$ cat src/rtl/timer_arbiter_pkg.sv
// Shared types and defaults for the round-robin timer arbiter.
package timer_arbiter_pkg;

  localparam int unsigned DEFAULT_WIDTH = 33;

  typedef enum logic [1:0] {
    ST_IDLE = 2'd0,
    ST_RUN  = 2'd1,
    ST_DONE = 2'd2
  } state_e;

endpackage

$ cat src/rtl/timer_arbiter_rr_arbiter.sv
// Combinational round-robin pick: first set request bit after ptr, wrapping modulo N.
module rr_arbiter
  import timer_arbiter_pkg::*;
#(
  parameter int unsigned N   = 4,
  parameter int unsigned IDW = $clog2(N)
) (
  input  logic [N-1:0]   req,
  input  logic [IDW-1:0] ptr,
  output logic           valid_c,
  output logic [IDW-1:0] winner_c
);

  always_comb begin
    int unsigned idx;
    idx      = 0;
    valid_c  = 1'b0;
    winner_c = '0;
    for (int unsigned i = 0; i < N; i++) begin
      idx = (32'(ptr) + 32'd1 + i) % N;
      if (!valid_c && req[idx[IDW-1:0]]) begin
        valid_c  = 1'b1;
        winner_c = idx[IDW-1:0];
      end
    end
  end

endmodule

$ cat src/rtl/timer_arbiter.sv
// One down-counting timer shared round-robin between N requesters, with done pulse and toggle.
module timer_arbiter
  import timer_arbiter_pkg::*;
#(
  parameter int unsigned N     = 4,
  parameter int unsigned WIDTH = DEFAULT_WIDTH,
  parameter int unsigned IDW   = $clog2(N)
) (
  input  logic               clk,
  input  logic               rst_n,
  input  logic [N-1:0]       req,
  input  logic [N*WIDTH-1:0] delay,
  output logic [N-1:0]       done,
  output logic               busy,
  output logic [IDW-1:0]     grant_id,
  output logic [WIDTH-1:0]   count,
  output logic               toggle
);

  state_e           state_q, state_d;
  logic [WIDTH-1:0] count_q, count_d;
  logic [IDW-1:0]   grant_q, grant_d;
  logic [IDW-1:0]   rr_ptr_q, rr_ptr_d;
  logic [N-1:0]     done_q, done_d;
  logic             busy_q, busy_d;
  logic             toggle_q, toggle_d;

  logic             arb_valid_c;
  logic [IDW-1:0]   arb_id_c;
  logic [WIDTH-1:0] delay_sel_c;

  rr_arbiter #(.N(N), .IDW(IDW)) u_rr (
    .req      (req),
    .ptr      (rr_ptr_q),
    .valid_c  (arb_valid_c),
    .winner_c (arb_id_c)
  );

  assign delay_sel_c = delay[32'(arb_id_c)*WIDTH +: WIDTH];

  always_ff @(posedge clk or negedge rst_n) begin
    if (!rst_n) begin
      state_q  <= ST_IDLE;
      count_q  <= '0;
      grant_q  <= '0;
      rr_ptr_q <= IDW'(N - 1);
      done_q   <= '0;
      busy_q   <= 1'b0;
      toggle_q <= 1'b0;
    end else begin
      state_q  <= state_d;
      count_q  <= count_d;
      grant_q  <= grant_d;
      rr_ptr_q <= rr_ptr_d;
      done_q   <= done_d;
      busy_q   <= busy_d;
      toggle_q <= toggle_d;
    end
  end

  // Cancel (owner drops req) takes priority over expiry in RUN.
  always_comb begin
    state_d  = state_q;
    count_d  = count_q;
    grant_d  = grant_q;
    rr_ptr_d = rr_ptr_q;
    done_d   = '0;
    busy_d   = busy_q;
    toggle_d = toggle_q;
    case (state_q)
      ST_IDLE: begin
        count_d = '0;
        busy_d  = 1'b0;
        if (arb_valid_c) begin
          state_d  = ST_RUN;
          count_d  = delay_sel_c;
          grant_d  = arb_id_c;
          rr_ptr_d = arb_id_c;
          busy_d   = 1'b1;
        end
      end
      ST_RUN: begin
        if (!req[grant_q]) begin
          state_d = ST_IDLE;
          count_d = '0;
          busy_d  = 1'b0;
        end else if (count_q == '0) begin
          state_d  = ST_DONE;
          done_d   = N'(1) << grant_q;
          toggle_d = ~toggle_q;
        end else begin
          count_d = count_q - WIDTH'(1);
        end
      end
      ST_DONE: begin
        state_d = ST_IDLE;
        count_d = '0;
        busy_d  = 1'b0;
      end
      default: begin
        state_d = ST_IDLE;
        count_d = '0;
        busy_d  = 1'b0;
      end
    endcase
  end

  assign done     = done_q;
  assign busy     = busy_q;
  assign grant_id = grant_q;
  assign count    = count_q;
  assign toggle   = toggle_q;

endmodule

$ cat config.mk
export PLATFORM = sky130hd
export DESIGN_NAME = timer_arbiter
export DESIGN_NICKNAME = d
export VERILOG_FILES = /design/src/rtl/timer_arbiter_pkg.sv /design/src/rtl/timer_arbiter_rr_arbiter.sv /design/src/rtl/timer_arbiter.sv
export SDC_FILE = /design/constraint.sdc
export NUM_CORES = 1
export LEC_CHECK = 0
export BUFFER_PORTS_ARGS = -buffer_cell sky130_fd_sc_hd__buf_2
export CAP_MARGIN = 20
export CORE_MARGIN = 3
export CORE_UTILIZATION = 45
export CTS_CLUSTER_DIAMETER = 200
export DETAILED_ROUTE_END_ITERATION = 8
export PLACE_DENSITY_LB_ADDON = 0.15
export SKIP_CTS_REPAIR_TIMING = 1
export SLEW_MARGIN = 20
export SYNTH_ARGS = -nofsm -noshare
export SYNTH_HDL_FRONTEND = slang
export SYNTH_SLANG_ARGS = --single-unit
$ cat constraint.sdc
create_clock -name clk -period 6.9 [get_ports clk]
set_input_delay 0.69 -clock clk [delete_from_list [all_inputs] [get_ports clk]]
set_output_delay 0.69 -clock clk [all_outputs]
set_load 0.02 [all_outputs]
== Yosys cells after proc, flatten, opt, wreduce, memory -nomap -nowiden ==
Index checks and enable logic that the tools add are counted.
Storage, ports and cells
  output and inout bits: 41
  word-level logic and storage cells: 69
  input port bits: 138
  register bits after elaboration: 45
Cells by class
  $add $sub $neg: 5
  multipliers: 1
  magnitude comparators: 5
  bitwise logic cells: 1
  equality and inequality tests: 5
  reductions and logical operators: 11
  multiplexer cells: 32
  shift-type cells: 2
Operators by type and width (count)
  variable part select 132 x 9 -> 33 bit: 1
  two-way mux 33 bit: 3
  case mux 33 bit (2 select lines): 1
  logical NOT 33 bit: 1
  subtractor 33 x 1 -> 33 bit, second input constant: 1
  < comparator 2 x 3 -> 1 bit, second input constant: 5
  two-way mux 2 bit: 7
  two-way mux 4 bit: 3
  two-way mux 1 bit: 11
  binary-select mux 1 bit (select 2 bit): 5
  multiplier 2 x 6 -> 8 bit, second input constant: 1
  != test 3 bit, second input constant: 2
  adder 2 x 1 -> 2 bit, second input constant: 2
  adder 2 bit, second input constant: 2
  != test 2 bit, second input constant: 2
  case mux 2 bit (2 select lines): 1
  AND reduction 2 bit: 2
  left shift 1 x 2 -> 4 bit, first input constant: 1
  logical AND 1 bit: 3
  logical NOT 1 bit: 3
  AND reduction 3 bit: 1
  == test 2 x 1 -> 1 bit, second input constant: 1
  logical NOT 2 bit: 1
  case mux 1 bit (2 select lines): 1
  NOT 1 bit: 1

== Longest topological paths before layout ==
  word-level depth: 17
  mapped depth: 9
  gate-level depth less buffers: 8

== Modules after synthesis ==
From an unflattened synthesis, not the netlist that was laid out.
Second synthesis, totals
  cell total of the unflattened synthesis: 325
  area, all modules: 3350.7 sq um
Modules (own cells, without submodules)
  timer_arbiter: cells an instance 311, area each 3259.4 sq um, seq. area each 1128.6 sq um, times used 1
  rr_arbiter: cells an instance 14, area each 91.3 sq um, seq. area each 0.0 sq um, times used 1

== Least setup slack after synthesis ==
No wires, ideal clock.
  kind: reg2reg
  start point: register count_q[0], in the netlist count[0]
  end point: register count_q[10], in the netlist count[10]
  buffers on the path: 0
  path slack: 4.554 ns
  library setup time: 0.128 ns
  clock period less this slack: 2.346 ns
  stages on the path, launching flop included: 9
  data arrival time: 2.218 ns
  data required time: 6.772 ns
  cells stage by stage: dfrtp_1 -> inv_1 -> ha_1 -> nor4b_2 -> nand2_1 -> or4_1 -> xnor2_1 -> a222oi_1 -> nor2_1
On the way
  longest elaborated chain between the ends: 4
  elaborated cells between the ends (all ways): 6
  those cells by class: add/sub: 1; eq/ne: 1; mux: 3; reduce/logical: 1
RTL lines
  start: declaration: RTL line timer_arbiter.sv:21  | logic [WIDTH-1:0] count_q, count_d;
  start signal: assignment: RTL line timer_arbiter.sv:52  | count_q <= count_d;
  subtractor 33 x 1 -> 33 bit: RTL line timer_arbiter.sv:92  | count_d = count_q - WIDTH'(1);
  two-way mux 33 bit: RTL line timer_arbiter.sv:87  | end else if (count_q == '0) begin
  two-way mux 33 bit: RTL line timer_arbiter.sv:83  | if (!req[grant_q]) begin
  case mux 33 bit (2 select lines): RTL line timer_arbiter.sv:70  | case (state_q)
Several ways; a longest one is shown, not always the timed one. The select of a mux whose other input is x is not followed.
A chain may end at the register's enable or synchronous reset.

== Worst setup path in the final report ==
  start point: register rr_ptr_q[1]
  end point: register count_q[28], in the netlist count[28]
On the way
  longest elaborated chain between the ends: 17
  elaborated cells between the ends (all ways): 30
  those cells by class: add/sub: 4; mul: 1; shift: 1; mux: 18; reduce/logical: 6
RTL lines
  start: declaration: RTL line timer_arbiter.sv:23  | logic [IDW-1:0] rr_ptr_q, rr_ptr_d;
  start signal: assignment: RTL line timer_arbiter.sv:46  | rr_ptr_q <= IDW'(N - 1);
  start signal: assignment: RTL line timer_arbiter.sv:54  | rr_ptr_q <= rr_ptr_d;
  adder 2 x 1 -> 2 bit *: RTL line timer_arbiter_rr_arbiter.sv:20  | idx = (32'(ptr) + 32'd1 + i) % N;
  parallel branches: the longest is 14 deep, another holds multiplier 2 x 6 -> 8 bit
  two-way mux 33 bit *: RTL line timer_arbiter.sv:74  | if (arb_valid_c) begin
  case mux 33 bit (2 select lines) *: RTL line timer_arbiter.sv:70
Mark *: on every way between the ends. The select of a mux whose other input is x is not followed.

==> flow_summary.toml <==
[setup_path]
crit_type = "flop to flop"
end_kind = "flop"
reg2reg_depth = 7
crit_path_start = "rr_ptr_q[1]"
regToRegStartpoint = "rr_ptr_q[1]"
required_ns = 7.07
crit_fanout = 38
worstPathArrival_ns = 3.09
cp-start-kind = "flop"

[clock_network]
cts.clk_slew.worst_paths_ns = 0.09
h-tree-depth = 2
cts-root-buf = "clkbuf_8"
cts_tree = "yes"
clk_latency_ns = 0.30
cts.path.max_buffers = 2
cts_inserted_buffers = 5
cts.sinks = 45

[placed_design]
portBuffers = 178
dp_hpwl_um = 8160
gp_congestion = 0.866
placed_area_sq_um = 4320
dpl.cell_count = 601

[sta]
setup_viol = 0
finalSetupTns_ns = 0
clock-skew-final_ns = 0.00736
max_slew_margin = 0.382
rsz0062_at_grt = "no"
whs_ns = 0.386
fmaxAchievable_ghz = 0.342
drv_slew = 0
period_share = 0.424
worst-slew-pin-transition_ns = 0.928
fin_crit_ns = 2.92
final_hold_viol_count = 0

[drt]
drc = 0
dr_total_vias = 3434
post_drt_wl_per_cell_um = 17.9
drt_iter0_drc = 213
viasPerCell = 5.63
ant_nets = 0
firstDrtPassIters = 6
wl_um = 10900

[yosys]
syn-cell-area_sq_um = 3380
ys_ff_latch = 45
synth-async-reset-ratio = 1.00
synth_area_leader_cell = "dfrtp_1"
synth_ff_type = "dfrtp_1"
synth_nets = 485
synth-seq-area-share = 0.334
synth-edff-count = 0
synthDistinctLibCells = 51
syn_area_per_cell_sq_um = 9.76
yosys_warnings = 0
syn_inst = 346
synth_area_leaders = "dfrtp_1, mux2_2, mux4_2, mux2i_1, nor2_1"
netlist.area_leader.share = 0.319

[floorplan]
die_h_um = 92.6
fp.dieW_um = 92.6
placementRows = 30
core-area_sq_um = 7020
start_util = 0.481
io_pins = 179
die_area_sq_um = 8580

[cells_and_area]
drive_gt1_frac = 0.477
area_growth_pct = 31.8
layout.cells.non_filler = 610
finalInstanceArea_sq_um = 4450
final_cell_mix = "buf_2, dfrtp_1, nor2_1"
n_antenna_cell = 0
utilization = 0.634
nFillCells = 606
fin_nets = 652
final_common_cell = "buf_2"

[pwr]
ir_drop_mv = 0.181
power.internal_uw = 939
combPwrFrac = 0.593
pwr-share-seq = 0.287
clkPwrFrac = 0.120
p_sw_frac = 0.471
power_leakage_uw = 0.00221
power_density_nw_per_um2 = 399
p_switching_uw = 837

[run_status]
outcome = "finished, final reports clean"

[global_route]
grt_max_degree = 46
first_global_vias = 3515
antenna_found_initial = 0
grt_pass1_wl_um = 17000
grt_use_total = 0.247
grt_overflow = 0

[run]
drv_cap = 0

[worst_hold_path]
hold_path.class = "input pin to async pin"
[final timing paths]
path / to / slack [ns]
setup / recovery: count[28] / 3.98
hold / removal: done[2] / 0.39
setup reg to reg: count[28] / 3.98
hold reg to reg: toggle / 0.48
max in group asynchronous: count[15] / 6.11
min in group clk: toggle / 0.48
[routing by layer]
layer | wire length, um | share of wire | track usage
met1 | 4360 | 0.40 | 0.305
met2 | 5390 | 0.49 | 0.431
met3 | 972 | 0.089 | 0.0512
met4 | 181 | 0.017 | 0.0769
met5 | 0 | 0 | 0
[registers in the layout (all words and copies together) (netlist names)]
register / cells
count: 33
busy: 1
state_q: 2
grant_id: 2
toggle: 1
done: 4
rr_ptr_q: 2
[stage by stage]
step           power, uW  worst slack [ns]
2_1_floorplan       1250              4.55
3_3_place_gp        1530              3.77
3_5_place_dp        1550              3.66
4_1_cts             1770              3.98
5_1_grt             1900              3.81
6_report            1780              3.98
[final cells by class]
type,instances,area [sq um],area share
clock buffers,7,86.3,0.0194
clock inverters,1,30.0,0.00675
inverters,3,11.3,0.00253
multi-input cells,278,2160,0.486
flip-flops and latches,45,1130,0.254
well taps,96,120,0.0270
repair buffers,180,912,0.205
[power groups by stage]
stage	clock, uW	sequential, uW	combinational [uW]
after global placement	0	507	1020
after detailed placement	0	510	1040
after global routing	228	526	1140
final	213	510	1050
after floorplan	0	588	659
after CTS	215	507	1050
[cell families (layout without fill, tap and decap cells)]
group	Yosys count	in the layout	synth area share
AO/OA/AOI/OAI	62	62	0.139
XOR/XNOR	25	25	0.0648
adder cells (fa/ha/maj)	1	1	0.00370
buffers and inverters	23	191	0.0319
flip-flops	45	45	0.334
multiplexers	60	60	0.223
AND/OR/NAND/NOR	130	130	0.204
[critical path, stage by stage, from the launching register on]
cell and delay [ns]:
dfstp_2 0.59, nand2b_1 0.11, a21boi_0 0.13, o21ai_4 0.52
buf_4 0.55, mux2_2 0.40, a222oi_1 0.37, nor2_1 0.07
[cells in the mapped netlist (3+ instances only)]
cell	number
mux2_2	32
o21a_1	4
buf_2	11
clkbuf_1	7
mux2i_1	19
a21oi_1	14
and2_1	3
a222oi_1	14
o21ai_0	3
xnor2_1	7
xor2_1	18
nand4_1	3
or4_1	4
nand2_1	29
o22a_1	8
inv_1	3
a22oi_1	3
mux4_2	9
a21boi_0	3
nor4_1	9
o21ai_1	3
nand3_1	3
nor3_1	11
or3_1	5
nor2_1	42
dfrtp_1	43
Power figures use the tool's default switching activity.
